<file path="config.mk">
export PLATFORM = sky130hd
export DESIGN_NAME = mem_access
export DESIGN_NICKNAME = d
export VERILOG_FILES = /design/src/rtl/y86_pkg.sv /design/src/rtl/mem_access.sv
export SDC_FILE = /design/constraint.sdc
export NUM_CORES = 1
export LEC_CHECK = 0
export ABC_AREA = 1
export CORE_AREA = 10 10 164 166
export DETAILED_ROUTE_END_ITERATION = 16
export DIE_AREA = 0 0 174 176
export HOLD_SLACK_MARGIN = 0.05
export PLACE_DENSITY = 0.89
export SETUP_SLACK_MARGIN = 0.15
export SKIP_LAST_GASP = 1
export SYNTH_ARGS = -nofsm -noshare
export SYNTH_HDL_FRONTEND = slang
export SYNTH_SLANG_ARGS = --single-unit
</file>
<file path="constraint.sdc">
create_clock -name clk -period 4.7 [get_ports clk]
set_clock_uncertainty 0.1 [all_clocks]
set_input_delay 0.94 -clock clk [delete_from_list [all_inputs] [get_ports clk]]
set_output_delay 0.94 -clock clk [all_outputs]
set_load 0.05 [all_outputs]
</file>
<file path="src/rtl/y86_pkg.sv">
// Shared Y86-64 definitions for the data-memory access path: icodes, the access
// FSM state type, and the quadword decode / range-check helpers.
package y86_pkg;

    localparam logic [3:0] IRMMOVQ = 4'h4;
    localparam logic [3:0] IMRMOVQ = 4'h5;
    localparam logic [3:0] ICALL   = 4'h8;
    localparam logic [3:0] IRET    = 4'h9;
    localparam logic [3:0] IPUSHQ  = 4'hA;
    localparam logic [3:0] IPOPQ   = 4'hB;

    typedef enum logic [1:0] {
        IDLE = 2'd0,
        XFER = 2'd1,
        DONE = 2'd2
    } state_e;

    // acc: instruction touches memory; we: store; addr_a: address comes from
    // valA instead of valE; data_p: store data comes from valP instead of valA.
    typedef struct packed {
        logic acc;
        logic we;
        logic addr_a;
        logic data_p;
    } dec_t;

    function automatic dec_t decode(input logic [3:0] icode);
        dec_t d;
        d = '0;
        unique case (icode)
            IMRMOVQ:       d.acc = 1'b1;
            IRET, IPOPQ:   begin d.acc = 1'b1; d.addr_a = 1'b1; end
            IRMMOVQ,
            IPUSHQ:        begin d.acc = 1'b1; d.we = 1'b1; end
            ICALL:         begin d.acc = 1'b1; d.we = 1'b1; d.data_p = 1'b1; end
            default:       d = '0;
        endcase
        return d;
    endfunction

    // The whole quadword must fit: the last byte is base+7 < limit.
    function automatic logic in_range(input logic [63:0] base,
                                      input logic [63:0] limit);
        return base <= (limit - 64'd8);
    endfunction

endpackage

</file>
<file path="src/rtl/mem_access.sv">
// Byte-serial Y86-64 data-memory stage: splits each quadword load/store into
// eight little-endian req/ack byte transfers and reports valM / dmem_error.
module mem_access
    import y86_pkg::*;
#(
    parameter int unsigned ADDR_LIMIT = 1024
) (
    input  logic        clk,
    input  logic        rst_n,
    input  logic        start_i,
    input  logic [3:0]  icode_i,
    input  logic [63:0] valE_i,
    input  logic [63:0] valA_i,
    input  logic [63:0] valP_i,
    output logic        busy_o,
    output logic        done_o,
    output logic [63:0] valM_o,
    output logic        dmem_error_o,
    output logic        mem_req_o,
    output logic        mem_we_o,
    output logic [63:0] mem_addr_o,
    output logic [7:0]  mem_wdata_o,
    input  logic [7:0]  mem_rdata_i,
    input  logic        mem_ack_i
);

    state_e      state_q, state_d;
    logic [2:0]  idx_q, idx_d;
    logic [63:0] base_q, base_d;
    logic [63:0] wdata_q, wdata_d;
    logic        we_q, we_d;
    logic [63:0] valm_q, valm_d;
    logic        err_q, err_d;

    dec_t        dec_w;
    logic [63:0] addr_w;
    logic [63:0] data_w;
    logic [5:0]  lane_w;
    logic        xfer_w;

    assign dec_w  = decode(icode_i);
    assign addr_w = dec_w.addr_a ? valA_i : valE_i;
    assign data_w = dec_w.data_p ? valP_i : valA_i;
    assign lane_w = {idx_q, 3'b000};
    assign xfer_w = (state_q == XFER);

    always_comb begin
        state_d = state_q;
        idx_d   = idx_q;
        base_d  = base_q;
        wdata_d = wdata_q;
        we_d    = we_q;
        valm_d  = valm_q;
        err_d   = err_q;
        unique case (state_q)
            IDLE: begin
                if (start_i) begin
                    valm_d  = '0;
                    err_d   = 1'b0;
                    idx_d   = '0;
                    state_d = DONE;
                    if (dec_w.acc) begin
                        base_d  = addr_w;
                        wdata_d = data_w;
                        we_d    = dec_w.we;
                        if (in_range(addr_w, 64'(ADDR_LIMIT))) state_d = XFER;
                        else                                     err_d   = 1'b1;
                    end
                end
            end
            XFER: begin
                if (mem_ack_i) begin
                    if (!we_q) valm_d[lane_w +: 8] = mem_rdata_i;
                    if (idx_q == 3'd7) state_d = DONE;
                    else               idx_d   = idx_q + 3'd1;
                end
            end
            DONE:    state_d = IDLE;
            default: state_d = IDLE;
        endcase
    end

    always_ff @(posedge clk or negedge rst_n) begin
        if (!rst_n) begin
            state_q <= IDLE;
            idx_q   <= '0;
            base_q  <= '0;
            wdata_q <= '0;
            we_q    <= 1'b0;
            valm_q  <= '0;
            err_q   <= 1'b0;
        end else begin
            state_q <= state_d;
            idx_q   <= idx_d;
            base_q  <= base_d;
            wdata_q <= wdata_d;
            we_q    <= we_d;
            valm_q  <= valm_d;
            err_q   <= err_d;
        end
    end

    // Byte-port outputs are gated so the bus reads all-zero outside a transfer.
    assign busy_o       = (state_q != IDLE);
    assign done_o       = (state_q == DONE);
    assign valM_o       = valm_q;
    assign dmem_error_o = err_q;
    assign mem_req_o    = xfer_w;
    assign mem_we_o     = xfer_w & we_q;
    assign mem_addr_o   = xfer_w ? (base_q + {61'd0, idx_q}) : '0;
    assign mem_wdata_o  = xfer_w ? wdata_q[lane_w +: 8] : '0;

endmodule

</file>
# Word level (Yosys, flattened, before mapping)
# Cells that the tools add are included.
# W data, S select, Z words.
# classes
addsub,3
order_cmp,1
eq_ne,14
shifts,3
mux,25
n_bitwise,1
reduce_logical,11
# ops
operator,n
$mux W64,6
$pmux W64 S2,1
$add A64 B3 Y64,1
$bwmux W64,1
$le A64 B10 Y1 const B,1
$shift A8 B8 Y64 const A,1
$shiftx A64 B7 Y8,1
$shiftx A8 B8 Y64,1
$eq A4 B4 Y1 const B,4
$mux W2,5
$mux W3,3
$eq A4 B3 Y1 const B,2
$mux W8,1
$ne A2 B2 Y1 const B,4
$neg A6 Y8,1
$reduce_and A4 Y1,2
$mux W1,6
$pmux W3 S2,1
$reduce_and A3 Y1,2
$reduce_or A6 Y1,1
$pmux W2 S2,1
$reduce_bool A2 Y1,2
$add A3 B1 Y3 const B,1
$eq A3 B3 Y1 const B,1
8 further kinds,8
# totals
regBits,199
out_inout_bits,141
elab_cells,65

# Longest topological paths before layout
# Gate-level depths: netlist of the first run.
# logic_depth
depth_word,9
depth_mapped,14

# Worst setup path before layout of the first run
# Ideal clock, no wire load.
# synth_path
path_type,flip-flop to output port
from,register idx_q[2]
to,output port mem_addr_o[57]
arrival_time_ps,2622
slack_ps,1038
path_stages_with_launch,10
n_path_buf,0
cell_sequence,dfrtp_1 -> ha_1 -> nand2_1 -> nand3_1 -> nand2_1 -> nor3_2 -> nand2_1 -> inv_1 -> a21oi_1 -> nor3_1
# synth_via
elab_chain_cells,2
# synth_rtl
element,line,source
"start, declared",mem_access.sv:28,"logic [2:0] idx_q, idx_d;"
"start signal, assigned",mem_access.sv:94,idx_q <= idx_d;
$add A64 B3 Y64,mem_access.sv:110,"assign mem_addr_o = xfer_w ? (base_q + {61'd0, idx_q}) : '0;"
$mux W64,mem_access.sv:110,
"end, declared",mem_access.sv:21,"output logic [63:0] mem_addr_o,"
# No other way between the ends.

# Worst setup path after layout of the first run
# layout_path
from,register idx_q[2]
to,output port mem_addr_o[21]
# Same word-level chain as after synthesis.

==> summary.txt, run 1 <==
Cells and area
  • Area delta synth->final: 35.8%
  • Nets@finish: 2277
  • Multi-input gate area: 6400 um^2
  • FILL cells: 1947
  • Most common cell after layout, fill and taps aside: nand2_1
  • Share of layout cells above drive strength 1: 0.0662
  • Layout Cells excl Fill: 2398
  • Reg area: 4980 um^2
  • Design Area, Final: 16700 um^2
  • Most frequent cells in the layout: nand2_1, clkdlybuf4s50_1, o21ai_0

Synth
  • XOR/XNOR share of the synthesized area: 0.0214
  • Avg Inst Size Synth: 7.01 um^2
  • Fraction of registers with async set/reset: 1.00
  • Netlist cell types: 41
  • Largest family of logic cells by synthesized area: simple AND/OR/NAND/NOR gates
  • Area contributors post-synth: dfrtp_1, nand2_1, o21ai_0, nor2_1, inv_1
  • Area leader, netlist: dfrtp_1
  • Number of synthesized flops with an enable pin: 0
  • Syn nets: about 2k
  • Synthesized area: 12300 um^2
  • Number of synthesized register bits: 199
  • Gate Count Post-Synth: about 1.8k
  • Post-synthesis mux area share: 0.0367
  • Synth Flop Type: dfrtp_1
  • Synth warn: 0
  • Top cell type's share of synthesized area: 0.405
  • Adder-Cell Fraction of Synth Area: 0.0118
  • Synth Area in Compound Gates: 0.148
  • Sequential area share after synthesis: 0.405
  • Simple-Gate Fraction of Synth Area: 0.302

Critical path
  • Cell family with most CP delay: simple AND/OR/NAND/NOR gates
  • Worst path cell trace: ha_1 > nand3_1 > nand3_1 > nand2_1 > nor3_2 > nand2_1 > nor2_1 > nand2_1 > a21oi_1 > buf_12
  • Worst R2R Path Depth: 7
  • Arrival time worst endpoint: 3300 ps
  • Worst path max stage delay: approximately 470 ps
  • WP data required: 3660 ps
  • Most frequent CP cell: nand2_1
  • Crit-path max FO: 7
  • Setup slack, reg-to-reg: about 800 ps
  • Crit-path slowest cell: nor3_2
  • Setup crit end kind: output port
  • R2r startpoint: idx_q[0]
  • Startpoint Class: flip-flop
  • Reg2reg end: valM_o[1]
  • Bufs and invs on worst path: 1
  • Crit Path Category: reg -> out

Outcome
  • Status: finished, final reports clean

Global routing
  • Initial antenna violation count: 4
  • Vias in the first global route: 14.1k
  • GRT Total Usage: 0.357
  • First-pass GRT wire length: 84.6 mm
  • Global route overflow: 0
  • Largest net degree at the start of global routing: around 160

Clock tree
  • CTS tree: done
  • Clk Tree Root Cell: clkbuf_16
  • Clock Path Buffers: 2
  • Depth of the CTS H-tree: 4
  • CTS Hold Bufs: 0
  • Worst-skew pair later-pin latency: about 440 ps
  • Post-CTS Setup Inserts: 0
  • CTS Sinks: 199
  • Total CTS buffers: 17
  • Reg clk slew, reported paths: roughly 80 ps
  • Post-CTS sizing: 0

STA
  • RSZ-0062 raised after global routing: no
  • Slew Viols, Final: 0
  • Final Cycle Share: 0.923
  • Max transition margin: 0.316
  • # setup viols final: 0
  • Min cycle time layout: approximately 4300 ps
  • Max frequency: 0.231 GHz
  • Slew at the pin closest to its max-slew limit: 1030 ps
  • Final hold viol count: 0
  • Final Hold Slack: slightly below 400 ps
  • Setup total negative slack: 0 ps

Power
  • Internal power: 4400 uW
  • Sequential power share: 0.328
  • Switching share of power: 0.502
  • Comb pwr share: 0.498
  • Clock power frac: 0.174
  • Pwr dens: between 500 and 600 nW/um^2
  • LEAKAGE: 0.00769 uW
  • VDD IR max: about 0.00027 V
  • Net Switching: between 4000 and 5000 uW

Floorplanning
  • Die height: between 150 and 200 um
  • Die area: between 30000 and 40000 um^2
  • Cell Rows: 57
  • Die W: approximately 170 um
  • Starting Density: 0.516
  • Area of the core: about 24000 um^2
  • IO Pins: 349

Placed design
  • GPL Wtd Cong: 1.04
  • IO Port Bufs: 348
  • Area after DPL: 16100 um^2
  • Placed insts: between 2k and 2.5k
  • Hpwl dp: 45.8 mm

Run
  • Max Cap Violations: 0

Worst hold path
  • Min-Delay Path Depth: 2
  • Hold Startpoint: valM_o[22]
  • Hold Path Sink: valM_o[22]
  • Hold Crit Class: reg -> reg

Detailed routing
  • Total number of vias: 14.2k
  • Drt via density: between 5 and 6
  • DRC Markers: 0
  • DRT iter0 DRCs: just under 2k
  • Total Wirelength: 56.1 mm
  • Wire length per cell: ~23 um
  • Final ANT Viol Nets: 0
  • Pre-antenna DRT Iters: 6
## stage by stage
step | utilization | power [uW] | setup slack, ps
6_report | 0.701 | 8850 | 363
5_1_grt | 0.700 | 9270 | 209
4_1_cts | 0.700 | 8740 | 500
3_5_place_dp | 0.674 | 7200 | 801
3_3_place_gp | 0.674 | 7080 | 869
2_1_floorplan | - | 5500 | 1040
## power by group through the flow
stage	sequential, uW	clock (uW)	combinational, uW
finish	2900	1540	4400
CTS	2870	1530	4340
detailed placement	2900	0	4310
global route	2950	1600	4730
floorplan	2790	0	2710
global placement	2860	0	4210
## state kept, by name, summed over array words and instances, names as in the netlist
| name | cells |
|---|---|
| valM_o | 64 |
| wdata_q | 64 |
| base_q | 64 |
| we_q | 1 |
| dmem_error_o | 1 |
| idx_q | 3 |
| state_q | 2 |
## area by class of cell
class | instances | area share
well taps | 324 | 0.0243
flip-flops and latches | 199 | 0.298
multi-input cells | 1330 | 0.384
diodes | 3 | 0.000450
clock inverters | 14 | 0.0114
repair buffers | 367 | 0.224
inverters | 143 | 0.0323
clock buffers | 18 | 0.0257
## worst reg2reg max path, cell delays in order, from the launching register on
cell      delay (ps)
dfrtp_1          360
buf_4            400
clkinv_1         740
buf_4            420
ha_1             520
nor4_1           530
nand2_1          360
o31ai_1          370
## worst max-delay path by stage
stage	start	to	slack, ps	cells past startpoint
2_1_floorplan	idx_q[2]	mem_addr_o[57]	1040	9
3_3_place_gp	icode_i[2]	state_q[1]	870	13
3_5_place_dp	icode_i[2]	state_q[1]	800	13
4_1_cts	idx_q[2]	mem_addr_o[21]	500	10
5_1_grt	idx_q[2]	mem_addr_o[21]	210	10
6_report	idx_q[2]	mem_addr_o[21]	360	10
## synthesized netlist by cell type, types with 6 or more instances
cell,n
nand3_1,61
nor4_1,7
xnor2_1,6
nand2_1,518
mux2i_1,45
inv_1,132
o22ai_1,8
nand4_1,48
o21ai_0,243
clkbuf_1,41
inv_2,8
nor2_1,207
o21ai_1,39
xor2_1,24
ha_1,10
a31oi_1,11
dfrtp_1,199
a21oi_1,34
nor3_1,38
o31ai_1,8
buf_2,29
## cell families after synthesis
family                   count (synthesis)
AND/OR/NAND/NOR                        895
AO/OA/AOI/OAI                          349
buffers and inverters                  224
flip-flops                             199
multiplexers                            45
XOR/XNOR                                30
adder cells (fa/ha/maj)                 11
## metal layers
| layer | global-route usage | share of wire | vias up |
|---|---|---|---|
| met3 | 0.0852 | 0.094 | 192 |
| met4 | 0.183 | 0.057 | 4 |
| met2 | 0.592 | 0.47 | 975 |
| met1 | 0.427 | 0.38 | 6715 |
| met5 | 0 | 0.00061 | - |
| li1 | - | - | 6357 |
No activity file was read; power rests on OpenSTA's default activity.
==> run 2, diff against run 1 <==
Settings changed: RECOVER_POWER set to 50, SLEW_MARGIN set to 25, TNS_END_PERCENT set to 100.
==> run 2 against run 1 <==
The run now ends with max-capacitance violations, max-slew violations left. Register-to-register slack about the same. Via count increased by 0.13%. Maximum frequency decreased by 2.0%. Hold slack got worse by 4.5 ps. Final cell count about the same. Critical path type unchanged. Critical endpoint is now mem_addr_o[17].
==> summary.txt, run 2 (same netlist as run 1, synthesis figures left out) <==
Outcome
  • Status: finished, violations left
  • Failing checks: max-capacitance violations, max-slew violations

Critical path
  • Worst R2R Path Depth: 7 (unchanged)
  • Worst path cell trace: ha_1 > nand2_1 > nand3_1 > nand2_1 > nor3_2 > nand2_1 > nor2_1 > o21ai_0 > a21oi_1 > buf_12
  • Startpoint Class: flip-flop
  • Crit-path slowest cell: nor3_2
  • WP data required: 3660 ps (about the same)
  • Most frequent CP cell: nand2_1
  • Cell family with most CP delay: simple AND/OR/NAND/NOR gates
  • R2r startpoint: idx_q[0]
  • Bufs and invs on worst path: 1 (unchanged)
  • Crit Path Category: reg -> out
  • Crit. path cell count: 10 (unchanged)
  • Reg2reg end: valM_o[1]
  • Worst path max stage delay: 490 ps (+20 ps)
  • Setup slack, reg-to-reg: 790 ps (about the same)
  • Arrival time worst endpoint: 3380 ps (+80 ps)
  • Crit-path max FO: 7 (unchanged)
  • Setup crit end kind: output port

Clock tree
  • Reg clk slew, reported paths: 90 ps (about the same)
  • Clk Tree Root Cell: clkbuf_16
  • CTS Sinks: 199 (unchanged)
  • CTS tree: done
  • Post-CTS Setup Inserts: 0 (unchanged)
  • CTS Hold Bufs: 0 (unchanged)
  • Clock Path Buffers: 2 (unchanged)
  • Depth of the CTS H-tree: 4 (unchanged)
  • Total CTS buffers: 17 (unchanged)
  • Worst-skew pair later-pin latency: 440 ps (about the same)
  • Post-CTS sizing: 0 (unchanged)

Power
  • LEAKAGE: 0.00790 uW (+2.8%)
  • Net Switching: 4450 uW (about the same)
  • Pwr dens: 530 nW/um^2 (about the same)
  • VDD IR max: 0.000276 V (+1.5%)
  • Clock power frac: 0.175 (about the same)
  • Internal power: 4390 uW (-0.26%)
  • Switching share of power: 0.503 (+0.000831)
  • Sequential power share: 0.328 (about the same)
  • Comb pwr share: 0.497 (about the same)

STA
  • RSZ-0062 raised after global routing: no
  • Final Hold Slack: 386 ps (-4.46 ps)
  • Min cycle time layout: 4420 ps (+88.2 ps)
  • Max frequency: 0.226 GHz (-2.0%)
  • Final hold viol count: 0 (unchanged)
  • # setup viols final: 0 (unchanged)
  • Final setup margin: 275 ps (-88.2 ps)
  • Slew Viols, Final: 41 (+41)
  • Setup total negative slack: 0 ps (unchanged)
  • Max transition margin: -0.584 (-0.900)
  • Final Cycle Share: 0.941 (+0.0188)
  • Slew at the pin closest to its max-slew limit: 2380 ps (+1350 ps)

Detailed routing
  • Wire length per cell: 23.4 um (+0.12%)
  • DRT iter0 DRCs: 1973 (+2.2%)
  • Metal3 WL: 5.48 mm (+4.3%)
  • Total Wirelength: 56.2 mm (+0.20%)
  • Drt via density: 5.94 (about the same)
  • WL met1: 21.2 mm (-0.76%)
  • DR WL met2: 26.3 mm (about the same)
  • Total number of vias: 14.3k (+0.13%)
  • Top Metal Used: met5
  • Final ANT Viol Nets: 0 (unchanged)
  • Pre-antenna DRT Iters: 9 (+3)
  • DRC Markers: 0 (unchanged)

Placed design
  • IO Port Bufs: 348 (unchanged)
  • GPL Wtd Cong: 1.04 (unchanged)
  • Hpwl dp: 45.8 mm (unchanged)
  • Place WS: 801 ps (unchanged)

Floorplanning
  • Die W: 174 um (unchanged)
  • Die height: 176 um (unchanged)
  • IO Pins: 349 (unchanged)
  • Area of the core: 23800 um^2 (unchanged)
  • Starting Density: 0.516 (unchanged)
  • Cell Rows: 57 (unchanged)
  • Die area: 30600 um^2 (unchanged)

Cells and area
  • Area delta synth->final: 35.8% (about the same)
  • FILL cells: 1941 (-0.31%)
  • Share of layout cells above drive strength 1: 0.0652 (-0.000997)
  • Most frequent cells in the layout: nand2_1, o21ai_0, clkdlybuf4s50_1
  • Nets@finish: 2278 (+0.044%)
  • Most common cell after layout, fill and taps aside: nand2_1

Worst hold path
  • Min-Delay Path Depth: 2 (unchanged)
  • Hold Startpoint: valM_o[22]
  • Hold Path Sink: valM_o[22]
  • Hold Crit Class: reg -> reg

Global routing
  • First-pass GRT wire length: 84.6 mm (unchanged)
  • Largest net degree at the start of global routing: 159 (unchanged)
  • Vias in the first global route: 14.1k (unchanged)
  • GRT Total Usage: 0.357 (unchanged)
  • Initial antenna violation count: 4 (unchanged)
  • Global route overflow: 0 (unchanged)

Run
  • Max Cap Violations: 1 (+1)
run 2: routing by layer:
metal	GRT usage	vias up
met5	0	-
met4	0.183	2
met3	0.0852	205
met2	0.592	971
met1	0.427	6715
li1	-	6369
run 2: worst max path at each step:
stage                           from             end  slack (ps)
final                       idx_q[2]  mem_addr_o[17]         280
after global routing        idx_q[2]  mem_addr_o[21]         210
after CTS                   idx_q[2]  mem_addr_o[21]         500
after detailed placement  icode_i[2]      state_q[1]         800
after global placement    icode_i[2]      state_q[1]         870
after floorplan             idx_q[2]  mem_addr_o[57]        1040
run 2: worst reg2reg max path: stages, from the launching register on:
cell and delay, ps:
dfrtp_1 360, buf_4 380, clkinv_1 740, buf_4 420, ha_1 510, nor4_1 550
nand2_1 370, o31ai_1 370
run 2: final cells by class:
class                      instances  area, um^2  share of cell area
inverter                         143         539              0.0323
clock buffer                      18         429              0.0257
tap                              324         405              0.0243
multi-input combinational       1330        6400               0.383
sequential                       199        4980               0.298
clock inverter                    14         190              0.0114
antenna                            4        10.0            0.000600
timing repair buffer             368        3730               0.224
run 2: power groups by stage:
| stage | Sequential (uW) | Clock, uW | Combinational (uW) |
|---|---|---|---|
| after global routing | 2950 | 1600 | 4720 |
| after floorplan | 2790 | 0 | 2710 |
| final | 2900 | 1550 | 4390 |
| after detailed placement | 2900 | 0 | 4310 |
| after CTS | 2870 | 1530 | 4340 |
| after global placement | 2860 | 0 | 4210 |
run 2: through the flow:
step           power (uW)  area (um^2)  instances   util
4_1_cts              8740        16700       2395  0.700
3_5_place_dp         7200        16100       2363  0.674
2_1_floorplan        5500        12300       1753      -
5_1_grt              9270        16700       2397  0.700
3_3_place_gp         7080        16100       2363  0.674
6_report             8840        16700       2400  0.700
